--- src/rtl/bet_entry_if.sv ---
// Bet entry bus: keystroke input, table limits and the valid/ack handshake
// toward the betting FSM, plus the echo outputs for the money display.
interface bet_entry_if #(
    parameter int DIGITS  = 4,
    parameter int VALUE_W = 11
);
    logic                  entry_en;
    logic [7:0]            keycode;
    logic [VALUE_W-1:0]    min_bet;
    logic [VALUE_W-1:0]    max_bet;
    logic                  bet_ack;
    logic [VALUE_W-1:0]    bet_value;
    logic [4*DIGITS-1:0]   bet_digits;
    logic [2:0]            digit_count;
    logic                  bet_valid;
    logic                  entry_error;
    logic                  busy;

    // Betting FSM / keyboard side
    modport master (
        output entry_en, keycode, min_bet, max_bet, bet_ack,
        input  bet_value, bet_digits, digit_count, bet_valid, entry_error, busy
    );

    // bet_entry side
    modport slave (
        input  entry_en, keycode, min_bet, max_bet, bet_ack,
        output bet_value, bet_digits, digit_count, bet_valid, entry_error, busy
    );
endinterface

--- src/rtl/bet_entry.sv ---
// Keyboard-driven bet/raise entry. Decimal keystrokes build an 11-bit amount
// (with a parallel BCD copy for the display), Enter validates it against the
// live table limits and offers it to the betting FSM until acknowledged.
// Optional build macro BET_ENTRY_ALLIN_EN: key 0x04 ('A') loads max_bet and
// rebuilds the BCD digits with a sequential double-dabble.
module bet_entry #(
    parameter int DIGITS     = 4,
    parameter int VALUE_W    = 11,
    parameter int ERR_CYCLES = 30
) (
    input  logic       Clk,
    input  logic       Reset,
    bet_entry_if.slave bus
);
    localparam int BCD_W  = 4 * DIGITS;
    localparam int CAND_W = 14;
    localparam int ERR_W  = $clog2(ERR_CYCLES + 1);

    localparam logic [7:0] KEY_DIG1  = 8'h1E;
    localparam logic [7:0] KEY_DIG0  = 8'h27;
    localparam logic [7:0] KEY_ENTER = 8'h28;
    localparam logic [7:0] KEY_ESC   = 8'h29;
    localparam logic [7:0] KEY_BKSP  = 8'h2A;
`ifdef BET_ENTRY_ALLIN_EN
    localparam logic [7:0] KEY_ALLIN = 8'h04;
    localparam int         DD_CW     = $clog2(VALUE_W + 1);
`endif

    typedef enum logic [2:0] {
        S_IDLE,
        S_ENTRY,
        S_CONFIRM,
        S_ERROR,
        S_CONV
    } state_t;

    state_t               state;
    logic [7:0]           key_q;
    logic [7:0]           key_q2;
    logic [VALUE_W-1:0]   value_r;
    logic [BCD_W-1:0]     digits_r;
    logic [2:0]           count_r;
    logic                 valid_r;
    logic                 err_r;
    logic                 busy_r;
    logic [ERR_W-1:0]     err_cnt;
`ifdef BET_ENTRY_ALLIN_EN
    logic [VALUE_W-1:0]   dd_bin;
    logic [BCD_W-1:0]     dd_bcd;
    logic [DD_CW-1:0]     dd_cnt;
`endif

    // True for the ten digit keys (1..9 then 0, contiguous in HID usage)
    function automatic logic is_digit(input logic [7:0] k);
        return (k >= KEY_DIG1) && (k <= KEY_DIG0);
    endfunction

    // Decimal value of a digit key; 0x27 is zero, 0x1E..0x26 are 1..9
    function automatic logic [3:0] digit_of(input logic [7:0] k);
        logic [7:0] t;
        t = k - 8'h1D;
        return (k == KEY_DIG0) ? 4'd0 : t[3:0];
    endfunction

`ifdef BET_ENTRY_ALLIN_EN
    // One double-dabble iteration: add 3 to nibbles >= 5, then shift in a bit
    function automatic logic [BCD_W-1:0] dd_step(input logic [BCD_W-1:0] bcd,
                                                 input logic             bit_in);
        logic [BCD_W-1:0] adj;
        adj = bcd;
        for (int i = 0; i < DIGITS; i++) begin
            if (adj[4*i +: 4] >= 4'd5)
                adj[4*i +: 4] = adj[4*i +: 4] + 4'd3;
        end
        return {adj[BCD_W-2:0], bit_in};
    endfunction

    // Number of significant digits: position of the highest nonzero nibble
    function automatic logic [2:0] sig_digits(input logic [BCD_W-1:0] bcd);
        logic [2:0] n;
        n = 3'd0;
        for (int i = 0; i < DIGITS; i++) begin
            if (bcd[4*i +: 4] != 4'd0)
                n = 3'(i + 1);
        end
        return n;
    endfunction
`endif

    logic               press;
    logic [3:0]         key_val;
    logic [CAND_W-1:0]  cand;
    logic [VALUE_W-1:0] value_div10;
    logic               cand_ok;
    logic               enter_ok;

    // A press is a nonzero code that differs from the previous sample, so a
    // held key fires once and a direct code-to-code change fires again.
    assign press       = (key_q != 8'h00) && (key_q != key_q2);
    assign key_val     = digit_of(key_q);
    assign cand        = CAND_W'(value_r) * CAND_W'(10) + CAND_W'(key_val);
    assign cand_ok     = cand <= CAND_W'(bus.max_bet);
    assign value_div10 = value_r / VALUE_W'(10);
    assign enter_ok    = (count_r != 3'd0) && (value_r >= bus.min_bet) &&
                         (value_r <= bus.max_bet);

    // Entry state machine, key history and all registered outputs
    always_ff @(posedge Clk or posedge Reset) begin
        if (Reset) begin
            state    <= S_IDLE;
            key_q    <= 8'h00;
            key_q2   <= 8'h00;
            value_r  <= '0;
            digits_r <= '0;
            count_r  <= 3'd0;
            valid_r  <= 1'b0;
            err_r    <= 1'b0;
            busy_r   <= 1'b0;
            err_cnt  <= '0;
`ifdef BET_ENTRY_ALLIN_EN
            dd_bin   <= '0;
            dd_bcd   <= '0;
            dd_cnt   <= '0;
`endif
        end else begin
            // History tracks the keyboard in every state so held keys never re-fire
            key_q  <= bus.keycode;
            key_q2 <= key_q;

            if (state != S_IDLE && !bus.entry_en) begin
                // Losing the entry grant wins over ack and any key
                state    <= S_IDLE;
                value_r  <= '0;
                digits_r <= '0;
                count_r  <= 3'd0;
                valid_r  <= 1'b0;
                err_r    <= 1'b0;
                busy_r   <= 1'b0;
            end else begin
                case (state)
                    S_IDLE: begin
                        if (bus.entry_en) begin
                            state  <= S_ENTRY;
                            busy_r <= 1'b1;
                        end
                    end

                    S_ENTRY: begin
                        if (press) begin
                            if (is_digit(key_q)) begin
                                if (!(count_r == 3'd0 && key_val == 4'd0) &&
                                    count_r != 3'(DIGITS)) begin
                                    if (cand_ok) begin
                                        value_r  <= cand[VALUE_W-1:0];
                                        digits_r <= (digits_r << 4) | BCD_W'(key_val);
                                        count_r  <= count_r + 3'd1;
                                    end else begin
                                        state   <= S_ERROR;
                                        err_r   <= 1'b1;
                                        err_cnt <= ERR_W'(ERR_CYCLES - 1);
                                    end
                                end
                            end else if (key_q == KEY_BKSP) begin
                                if (count_r != 3'd0) begin
                                    value_r  <= value_div10;
                                    digits_r <= digits_r >> 4;
                                    count_r  <= count_r - 3'd1;
                                end
                            end else if (key_q == KEY_ESC) begin
                                value_r  <= '0;
                                digits_r <= '0;
                                count_r  <= 3'd0;
                            end else if (key_q == KEY_ENTER) begin
                                if (enter_ok) begin
                                    state   <= S_CONFIRM;
                                    valid_r <= 1'b1;
                                end else begin
                                    state   <= S_ERROR;
                                    err_r   <= 1'b1;
                                    err_cnt <= ERR_W'(ERR_CYCLES - 1);
                                end
                            end
`ifdef BET_ENTRY_ALLIN_EN
                            else if (key_q == KEY_ALLIN) begin
                                state   <= S_CONV;
                                value_r <= bus.max_bet;
                                dd_bin  <= bus.max_bet;
                                dd_bcd  <= '0;
                                dd_cnt  <= DD_CW'(VALUE_W);
                            end
`endif
                        end
                    end

                    S_CONFIRM: begin
                        if (bus.bet_ack) begin
                            state    <= S_IDLE;
                            valid_r  <= 1'b0;
                            value_r  <= '0;
                            digits_r <= '0;
                            count_r  <= 3'd0;
                            busy_r   <= 1'b0;
                        end
                    end

                    S_ERROR: begin
                        if (err_cnt == '0) begin
                            state <= S_ENTRY;
                            err_r <= 1'b0;
                        end else begin
                            err_cnt <= err_cnt - 1'b1;
                        end
                    end

`ifdef BET_ENTRY_ALLIN_EN
                    S_CONV: begin
                        if (dd_cnt == '0) begin
                            digits_r <= dd_bcd;
                            count_r  <= sig_digits(dd_bcd);
                            state    <= S_ENTRY;
                        end else begin
                            dd_bcd <= dd_step(dd_bcd, dd_bin[VALUE_W-1]);
                            dd_bin <= dd_bin << 1;
                            dd_cnt <= dd_cnt - 1'b1;
                        end
                    end
`endif

                    default: begin
                        state  <= S_IDLE;
                        busy_r <= 1'b0;
                    end
                endcase
            end
        end
    end

    assign bus.bet_value   = value_r;
    assign bus.bet_digits  = digits_r;
    assign bus.digit_count = count_r;
    assign bus.bet_valid   = valid_r;
    assign bus.entry_error = err_r;
    assign bus.busy        = busy_r;

endmodule

--- src/flat_wrapper.sv ---
// flat-port wrapper written by rule: the top's interface ports become plain ports
module bet_entry_flat 
#(
    parameter int DIGITS     = 4,
    parameter int VALUE_W    = 11,
    parameter int ERR_CYCLES = 30
)
  (Clk, Reset, bus_entry_en, bus_keycode, bus_min_bet, bus_max_bet, bus_bet_ack, bus_bet_value, bus_bet_digits, bus_digit_count, bus_bet_valid, bus_entry_error, bus_busy);
  bet_entry_if #(.DIGITS(DIGITS), .VALUE_W(VALUE_W)) bus_i ();
  input  logic Clk;
  input  logic Reset;
  input wire logic [$bits(bus_i.entry_en)-1:0] bus_entry_en;
  input wire logic [$bits(bus_i.keycode)-1:0] bus_keycode;
  input wire logic [$bits(bus_i.min_bet)-1:0] bus_min_bet;
  input wire logic [$bits(bus_i.max_bet)-1:0] bus_max_bet;
  input wire logic [$bits(bus_i.bet_ack)-1:0] bus_bet_ack;
  output wire logic [$bits(bus_i.bet_value)-1:0] bus_bet_value;
  output wire logic [$bits(bus_i.bet_digits)-1:0] bus_bet_digits;
  output wire logic [$bits(bus_i.digit_count)-1:0] bus_digit_count;
  output wire logic [$bits(bus_i.bet_valid)-1:0] bus_bet_valid;
  output wire logic [$bits(bus_i.entry_error)-1:0] bus_entry_error;
  output wire logic [$bits(bus_i.busy)-1:0] bus_busy;
  assign bus_i.entry_en = bus_entry_en;
  assign bus_i.keycode = bus_keycode;
  assign bus_i.min_bet = bus_min_bet;
  assign bus_i.max_bet = bus_max_bet;
  assign bus_i.bet_ack = bus_bet_ack;
  assign bus_bet_value = bus_i.bet_value;
  assign bus_bet_digits = bus_i.bet_digits;
  assign bus_digit_count = bus_i.digit_count;
  assign bus_bet_valid = bus_i.bet_valid;
  assign bus_entry_error = bus_i.entry_error;
  assign bus_busy = bus_i.busy;
  bet_entry #(.DIGITS(DIGITS), .VALUE_W(VALUE_W), .ERR_CYCLES(ERR_CYCLES)) u_core (.Clk(Clk), .Reset(Reset), .bus(bus_i));
endmodule
--- config.mk ---
export PLATFORM = sky130hd
export DESIGN_NAME = bet_entry_flat
export DESIGN_NICKNAME = d
export VERILOG_FILES = /design/src/rtl/bet_entry_if.sv /design/src/rtl/bet_entry.sv /design/src/flat_wrapper.sv
export SDC_FILE = /design/constraint.sdc
export NUM_CORES = 1
export LEC_CHECK = 0
export ABC_AREA = 1
export ABC_CLOCK_PERIOD_IN_PS = 4400
export CAP_MARGIN = 40
export CORE_MARGIN = 8
export CORE_UTILIZATION = 51
export CTS_CLUSTER_SIZE = 8
export DETAILED_ROUTE_END_ITERATION = 12
export GPL_TIMING_DRIVEN = 1
export MAX_ROUTING_LAYER = met4
export PLACE_DENSITY = 0.78
export SLEW_MARGIN = 40
export SYNTH_ARGS = -nofsm -noshare
export SYNTH_HDL_FRONTEND = slang
export SYNTH_SLANG_ARGS = --single-unit
--- constraint.sdc ---
create_clock -name Clk -period 4.4 [get_ports Clk]
set_input_delay 0.66 -clock Clk [delete_from_list [all_inputs] [get_ports Clk]]
set_output_delay 0.66 -clock Clk [all_outputs]
set_load 0.005 [all_outputs]
==> results of run 1 <==
-- layer usage --
layer | up-vias | wire length [um] | global-route usage, %
met2 | 158 | 6801 | 34.82
li1 | 2391 | - | -
met5 | - | 0 | -
met1 | 2343 | 6323 | 27.95
met4 | 0 | 363 | 6.300
met3 | 33 | 611 | 2.588
-- logic make-up after synthesis --
logic type,Yosys count
and+or+nand+nor,247
AOI/OAI and AO/OA,126
buffers and inverters,122
adders and majority gates,70
DFF,56
xor gates and xnor gates,28
muxes,1
-- cell type report --
cell class	instances	area, um2	area share, %
Multi-Input combinational cell	472	3316	51.33
Sequential cell	56	1401	21.69
Timing Repair Buffer	117	1052	16.29
Inverter	114	432.9	6.702
Tap cell	129	161.4	2.499
Clock buffer	5	68.82	1.065
Clock inverter	3	27.53	0.4261
-- per-stage QoR --
stage,total power (uW),hold slack (ns)
after floorplan,1206,0.3519
after global placement,1537,0.4427
after detailed placement,1569,0.4481
after CTS,1904,0.4696
after global routing,2162,0.4868
final,2020,0.4742
-- power breakdown --
group          leakage [uW]  switching, uW  internal [uW]
combinational       0.00264            575            445
clock             0.0000463            190            117
sequential         0.000708           83.2            610
-- state kept, by name, indices dropped and copies added, names as in the netlist --
name	flops
u_core.bus.bet_digits	16
u_core.bus.bet_value	11
u_core.key_q2	8
u_core.key_q	8
u_core.err_cnt	5
u_core.bus.digit_count	3
u_core.state	2
u_core.bus.bet_valid	1
u_core.bus.busy	1
u_core.bus.entry_error	1
-- worst max-delay path by stage --
stage	slack, ns	from	to
5_1_grt	-0.21	u_core.key_q[1]	u_core.bus.bet_digits[0]
4_1_cts	0.01	u_core.key_q[0]	u_core.bus.bet_digits[0]
2_1_floorplan	0.25	u_core.key_q[0]	u_core.bus.bet_digits[4]
6_report	0.02	u_core.bus.bet_value[4]	u_core.err_cnt[2]
3_5_place_dp	-0.11	u_core.key_q[7]	u_core.err_cnt[3]
3_3_place_gp	-0.01	u_core.bus.bet_value[3]	u_core.bus.bet_digits[0]
-- repair_timing --
| item | CTS | global route |
|---|---|---|
| setup buffers | 2 | 10 |
| resized for setup | 12 | 68 |
| pin swaps | 1 | 34 |
| setup endpoints to repair | 29 | 38 |
| gates cloned | 0 | 0 |
| hold endpoints to repair | 0 | 0 |
-- cells in the final DEF, fill, tap and decap left out, types with 6 or more instances in the layout --
master           instances
inv_1                  102
nand2_1                 97
clkdlybuf4s50_1         66
ha_1                    63
dfrtp_1                 56
buf_4                   48
nor2_1                  41
nand3_1                 40
o21ai_0                 35
a21oi_1                 32
nand2_2                 22
xnor2_1                 15
xor2_1                  11
inv_2                   10
nand4_1                  9
nand2_4                  9
nand3_2                  8
o21ai_1                  7
a21oi_2                  6
nor2_2                   6
==> flow_summary_export.csv, run 1 <==
group,metric,value,unit
synthesis,synth-seq-cells,56,
setup_path,cp-start-kind,"register",
floorplan,boundaryPins,67,
timing,tns,0,ns
worst_hold_path,holdPathEnd,"u_core.key_q2[5]",
synthesis,synth_common_cells,"inv_1, nand2_1, ha_1, dfrtp_1, nor2_1",
clock_network,cts_tree,"built",
setup_path,r2r-start,"u_core.bus.bet_value[4]",
clock_network,cts-htree-levels,2,
drt,first_pass_iters,6,
final_layout,antenna_cells,0,
final_layout,fin_nets,870,
timing,maxSlewViolCount,0,
synthesis,ys_seq_area_share,28.60,%
synthesis,yosys.area_share.simple,23.39,%
placed_design,io_buffer_count,66,
synthesis,synth_edf_count,0,
synthesis,yosys-mux-area-fraction,0.2043,%
global_routing,first_global_vias,4754,
drt,routed_wl,14.10,mm
timing,fin_crit_sh,99.64,%
worst_hold_path,hp-class,"register to register",
clock_network,cts_made_buffers,5,
floorplan,num_rows,35,
setup_path,end_kind,"register",
floorplan,die-area,13000,um2
setup_path,cp_max_fo,5,
synthesis,yosysTopAreaCell,"dfrtp_1",
global_routing,grt_antenna_before_repair,0,
final_layout,drive_above_1_share,20.08,%
synthesis,ys_async_sr_fraction,100.0,%
synthesis,ys_types,42,
setup_path,crit_top_cell,"ha_1",
synthesis,synthXorXnorAreaFrac,5.005,%
placed_design,placement.setup.worst_slack,-0.1079,ns
worst_hold_path,hp-start,"u_core.key_q[5]",
synthesis,synth.top_cell.area_share,28.60,%
clock_network,cts_root_buf,"clkbuf_8",
setup_path,cp_slowest_cell,"dfrtp_1",
global_routing,grt_pass1_wl,22.54,mm
floorplan,initial_core_util,52.78,%
timing,slew_headroom,50.19,%
synthesis,avgSynthCellArea,7.538,um2
final_layout,fin_cells,896,
timing,fin_ws,0.01581,ns
timing,rsz0062_at_grt,"true",
timing,finClkSkew,0.008735,ns
drt,routedWlPerCell,15.74,um
drt,vias_per_cell,5.497,
setup_path,worstSetupPathType,"register to register",
synthesis,synth_compound_area_share,15.27,%
timing,worst_slew_pin_slew,0.7452,ns
placed_design,gp_congestion,0.9238,
clock_network,clkSlewWorstSetupHoldPaths,0.11,ns
clock_network,hold_buffers,0,
drt,ant_nets,0,
setup_path,cp.depth,26,
placed_design,placed_area,5977,um2
setup_path,worst-r2r-setup-slack,0.02,ns
synthesis,synth_top_family_by_area,"simple AND/OR/NAND/NOR gates",
timing,setup_viol,0,
floorplan,die_height,114.0,um
setup_path,crit_path_max_incr_delay,0.42,ns
timing,fin_crit,4.384,ns
synthesis,yosysMostFrequentCell,"inv_1",
floorplan,die_w,114.0,um
timing,timing.fmax,228.1,MHz
pwr,p_leak,0.003390,uW
worst_hold_path,min_path_cells,0,
final_layout,fillCellCount,758,
setup_path,reg2reg_to,"u_core.err_cnt[2]",
setup_path,cp.required,4.61,ns
synthesis,synth-main-ff-cell,"dfrtp_1",
synthesis,synth_area,4900,um2
placed_design,hpwl,10.79,mm
floorplan,core-area,9284,um2
synthesis,syn-num-nets,754,
timing,hold_viol,0,
final_layout,final_area,6460,um2
final_layout,synthToLayoutAreaGrowth,31.84,%
run_status,status,"completed",
pwr,ir_drop,0.0002720,V
global_routing,grt_usage,21.61,%
synthesis,yosys_warnings,0,
drt,drt_iter0_drc,291,
setup_path,worst_ep_arrival_time,4.60,ns
synthesis,synthAdderAreaFrac,18.18,%
setup_path,path_buf_inv,4,
setup_path,cp_top_family,"simple AND/OR/NAND/NOR gates",
synthesis,synth_cells,650,
final_layout,fin_util,69.58,%
global_routing,grt_max_degree,30,
drt,num_vias,4925,
clock_network,clockBufferDepth,2,
pwr,powerDensity,312.7,nW/um2
drt,drc,0,
flow_run,cap_viol_max_count,0,
clock_network,cts.sinks,56,
synthesis,yosys-top-cells-area,"dfrtp_1, ha_1, inv_1, nand2_1, o21ai_0",
clock_network,clk_latency,0.32,ns
global_routing,grt-ovfl-total,0,
placed_design,dp_cells,875,
setup_path,reg2regPathDepth,26,
Power figures use the tool's default switching activity.
==> run 2: changes to the inputs <==
Settings changed: CORE_UTILIZATION 51 to 59, DONT_BUFFER_PORTS from default to 1.
==> run 2 against run 1 <==
  * Setup slack gained 0.13 ns
  * Clock skew increased by 0.0048 ns
  * Fmax up 3.0%
  * Highest routed layer unchanged
  * Critical path type unchanged
  * Wire length decreased by 8.1%
  * Register-to-register slack improved by 0.13 ns
==> flow_summary_export.csv, run 2 (synthesis results as in run 1) <==
group,metric,value,unit
run_status,status,"completed",
pwr,p_leak,0.003072,uW
floorplan,num_rows,33,
setup_path,worst_ep_arrival_time,4.48,ns
timing,finClkSkew,0.01350,ns
clock_network,hold_buffers,0,
clock_network,cts_made_buffers,5,
global_routing,grt_antenna_before_repair,0,
setup_path,cp-start-kind,"register",
drt,drc,0,
timing,fin_crit,4.255,ns
global_routing,grt-ovfl-total,0,
clock_network,clk_latency,0.33,ns
floorplan,boundaryPins,67,
global_routing,grt_usage,22.25,%
floorplan,die_w,107.1,um
setup_path,worst-r2r-setup-slack,0.15,ns
setup_path,cp.required,4.62,ns
clock_network,cts_tree,"built",
floorplan,die-area,11480,um2
clock_network,clockBufferDepth,2,
pwr,powerDensity,363.6,nW/um2
drt,ant_nets,0,
setup_path,cp-endpoint,"u_core.bus.bet_digits[6]",
setup_path,crit_path_max_incr_delay,0.40,ns
flow_run,cap_viol_max_count,0,
setup_path,worstSetupPathType,"register to register",
pwr,ir_drop,0.0003862,V
final_layout,multi_input_area,3271,um2
timing,slew_headroom,43.02,%
final_layout,largest_register_ffs,16,
setup_path,cp_max_fo,6,
clock_network,cts-htree-levels,2,
setup_path,cp_slowest_cell,"dfrtp_1",
final_layout,antenna_cells,0,
drt,drt_iter0_drc,347,
placed_design,gp_congestion,0.9281,
timing,worst_slew_pin_slew,0.8516,ns
clock_network,clkSlewWorstSetupHoldPaths,0.11,ns
global_routing,first_global_vias,4377,
timing,hold_viol,0,
floorplan,initial_core_util,60.24,%
setup_path,reg2regPathDepth,30,
drt,num_vias,4636,
timing,rsz0062_at_grt,"true",
final_layout,fillCellCount,643,
final_layout,fin_cells,793,
drt,vias_per_cell,5.846,
setup_path,critical_path.startpoint,"u_core.key_q[4]",
pwr,power,2066,uW
timing,maxSlewViolCount,0,
worst_hold_path,hp-class,"input port to register",
placed_design,hpwl,9.669,mm
final_layout,fin_nets,791,
placed_design,io_buffer_count,0,
global_routing,grt_pass1_wl,20.38,mm
timing,fin_crit_sh,96.70,%
final_layout,drive_above_1_share,17.73,%
final_layout,synthToLayoutAreaGrowth,15.96,%
drt,routed_wl,12.96,mm
floorplan,die_height,107.1,um
global_routing,grt_max_degree,57,
final_layout,final_common_cell,"inv_1",
placed_design,dp_cells,770,
setup_path,crit_top_cell,"nand2_1",
drt,routedWlPerCell,16.34,um
final_layout,mostFrequentLayoutCells,"inv_1, nand2_1, ha_1",
floorplan,core-area,8134,um2
clock_network,cts.sinks,56,
final_layout,final-seq-area,1401,um2
timing,timing.fmax,235.0,MHz
placed_design,placement.setup.worst_slack,-0.1462,ns
setup_path,r2r-start,"u_core.key_q[4]",
timing,fin_ws,0.1453,ns
drt,first_pass_iters,5,
setup_path,end_kind,"register",
timing,setup_viol,0,
setup_path,reg2reg_to,"u_core.bus.bet_digits[6]",
clock_network,cts_root_buf,"clkbuf_8",
final_layout,fin_util,69.85,%
run 2: changes by cell type in the layout (fill, tap and decap cells not counted), moves of 3 or more:
cell	before	now
a221oi_1	1	5
a221oi_2	5	0
clkdlybuf4s50_1	66	0
o21ai_1	7	14
buf_4	48	33
o21ai_2	5	2
o21ai_0	35	31
nor2_1	41	44
run 2: layout make-up:
class	instances	share of cell area, %
inverter	114	7.619
timing repair buffer	38	5.814
multi-input combinational	472	57.56
tap	105	2.312
clock buffer	5	1.211
sequential	56	24.66
clock inverter	3	0.8148
run 2: repair_timing:
action / 4_1_cts / 5_1_grt
pin swaps: 2 / 23
gates cloned: 0 / 1
gates resized for setup: 10 / 63
setup endpoints to repair: 37 / 38
buffers inserted: 0 / 14
hold endpoints to repair: 0 / 0
run 2: how the worst min path moves through the flow:
stage	slack [ns]	start	end	cells after the start
final	0.35	bus_keycode[0]	u_core.key_q[0]	0
after global routing	0.34	bus_keycode[2]	u_core.key_q[2]	0
after CTS	0.35	bus_keycode[4]	u_core.key_q[4]	0
after detailed placement	0.42	u_core.key_q[0]	u_core.key_q2[0]	0
after global placement	0.41	u_core.key_q[0]	u_core.key_q2[0]	0
after floorplan	0.35	u_core.key_q[3]	u_core.key_q2[3]	0
run 2: metrics by stage:
| stage | cell area (um2) | hold WS (ns) | TNS, ns |
|---|---|---|---|
| after global placement | 5174 | 0.4095 | 0 |
| after global routing | 5682 | 0.3364 | -4.777 |
| after floorplan | 4900 | 0.3519 | 0 |
| after detailed placement | 5174 | 0.4198 | -2.225 |
| final | 5682 | 0.3541 | 0 |
| after CTS | 5330 | 0.3451 | 0 |
run 2: routing by layer:
metal | GRT usage, % | part of all wire [%]
met4 | 6.834 | 2.1
met1 | 26.97 | 41
met3 | 5.819 | 9.2
met2 | 35.44 | 47
met5 | - | 0
run 2: power by group:
group	internal [uW]	total [uW]	leakage, uW	switching, uW
clock	173	360	0.0000600	188
combinational	404	1000	0.00230	598
sequential	610	704	0.000708	93.7
run 2: worst max-delay path: cells and delay by family (launching register included):
family | cells | cell delay (ns)
AND/OR/NAND/NOR | 16 | 1.69
adder cells (fa/ha/maj) | 3 | 0.80
buffers and inverters | 6 | 0.60
AO/OA/AOI/OAI | 4 | 0.53
flip-flops | 1 | 0.40
XOR/XNOR | 1 | 0.13
==> run 3: changes to the inputs <==
Settings changed: CORE_UTILIZATION 59 to 55, CTS_CLUSTER_SIZE 8 to 14, PLACE_DENSITY 0.78 to 0.73.
==> run 3 against run 2 <==
  * Power decreased by 5.0%
  * Die area grew 6.2%
  * Largest power group unchanged
  * Cell area increased by 2.3%
  * Critical path depth unchanged
==> flow_summary_export.csv, run 3 (synthesis results as in run 1) <==
group,metric,value,unit
setup_path,reg2regPathDepth,30,
floorplan,die_height,110.4,um
clock_network,cts_root_buf,"clkbuf_8",
floorplan,initial_core_util,56.46,%
pwr,p_leak,0.003154,uW
global_routing,grt_usage,21.83,%
placed_design,hpwl,10.08,mm
setup_path,worst_ep_arrival_time,4.48,ns
timing,worst_slew_pin_slew,0.7991,ns
timing,finClkSkew,0.009954,ns
timing,maxSlewViolCount,0,
clock_network,cts_tree,"built",
timing,fin_ws,0.1104,ns
global_routing,first_global_vias,4589,
clock_network,cts-htree-levels,2,
setup_path,cp.depth,30,
pwr,ir_drop,0.0003412,V
final_layout,synthToLayoutAreaGrowth,18.67,%
floorplan,core-area,8678,um2
global_routing,grt-ovfl-total,0,
setup_path,crit_top_cell,"nand2_1",
timing,timing.fmax,233.1,MHz
drt,drc,0,
drt,drt_iter0_drc,165,
final_layout,fillCellCount,698,
clock_network,cts_made_buffers,5,
setup_path,cp.required,4.59,ns
global_routing,grt_antenna_before_repair,0,
clock_network,clkSlewWorstSetupHoldPaths,0.10,ns
drt,ant_nets,0,
clock_network,hold_buffers,0,
pwr,powerDensity,337.5,nW/um2
clock_network,cts.sinks,56,
final_layout,final_common_cell,"inv_1",
timing,fin_crit,4.290,ns
drt,first_pass_iters,5,
drt,num_vias,4506,
final_layout,largest_register_ffs,16,
placed_design,placement.setup.worst_slack,-0.1275,ns
global_routing,grt_pass1_wl,20.92,mm
floorplan,die-area,12180,um2
timing,tns,0,ns
timing,setup_viol,0,
timing,hold_viol,0,
run_status,status,"completed",
setup_path,cp_max_fo,21,
pwr,power,1963,uW
setup_path,crit_path_max_incr_delay,0.43,ns
timing,fin_crit_sh,97.49,%
worst_hold_path,hp-class,"input port to register",
final_layout,antenna_cells,0,
timing,rsz0062_at_grt,"true",
final_layout,fin_nets,802,
placed_design,io_buffer_count,0,
setup_path,cp_top_family,"simple AND/OR/NAND/NOR gates",
final_layout,mostFrequentLayoutCells,"inv_1, nand2_1, ha_1",
clock_network,clockBufferDepth,2,
floorplan,num_rows,34,
setup_path,cp_slowest_cell,"dfrtp_1",
setup_path,end_kind,"register",
timing,slew_headroom,46.53,%
final_layout,fin_util,67.00,%
placed_design,gp_congestion,0.8809,
setup_path,path_buf_inv,4,
setup_path,cp-start-kind,"register",
drt,vias_per_cell,5.584,
drt,routedWlPerCell,15.78,um
drt,routed_wl,12.73,mm
clock_network,clk_latency,0.31,ns
flow_run,cap_viol_max_count,0,
floorplan,boundaryPins,67,
timing,hold_ws,0.3677,ns
global_routing,grt_max_degree,57,
floorplan,die_w,110.4,um
setup_path,worstSetupPathType,"register to register",
final_layout,drive_above_1_share,22.17,%
worst_hold_path,min_path_cells,0,
==> run 3: cell types whose count changed in the layout (fill, tap and decap cells not counted), sizes merged <==
cell and change:
clkbuf -1, clkinvlp +1, clkinv -1, buf +12
==> run 3: timing repair <==
item	in CTS	in global routing
pin swaps	5	34
gates resized for setup	15	80
buffers inserted	1	11
setup endpoints to repair	36	38
==> run 3: final cells by class <==
| type | instances | area, um2 | area share, % |
|---|---|---|---|
| inverter | 114 | 435.4 | 7.489 |
| clock buffer | 5 | 68.82 | 1.184 |
| timing repair buffer | 49 | 391.6 | 6.736 |
| clock inverter | 3 | 46.29 | 0.7962 |
| sequential | 56 | 1401 | 24.10 |
| multi-input combinational | 472 | 3336 | 57.37 |
| tap | 108 | 135.1 | 2.324 |
==> run 3: through the flow <==
step	std cells	instance area (um2)
detailed placement	787	5283
floorplan	650	4900
global route	807	5814
CTS	796	5464
finish	807	5814
global placement	787	5283
==> run 3: where the power goes <==
| part | internal, uW | switching [uW] |
|---|---|---|
| registers | 610 | 91.1 |
| clock network | 172 | 179 |
| logic | 352 | 559 |
==> run 3: layer usage <==
metal	part of all wire, %	global-route usage [%]	vias up
li1	-	-	2242
met1	44	27.54	2112
met5	0	-	-
met3	7.7	4.593	13
met2	47	35.62	139
met4	1.0	3.996	0
==> run 3: final timing paths <==
kind	from	endpoint	slack (ns)
hold reg to reg	u_core.key_q[5]	u_core.key_q2[5]	0.47
max in group asynchronous	Reset	u_core.bus.bet_value[7]	3.52
hold / removal	bus_keycode[5]	u_core.key_q[5]	0.37
setup reg to reg	u_core.key_q[0]	u_core.bus.bet_digits[5]	0.11
setup / recovery	u_core.key_q[0]	u_core.bus.bet_digits[5]	0.11
min in group asynchronous	Reset	u_core.key_q[3]	0.42
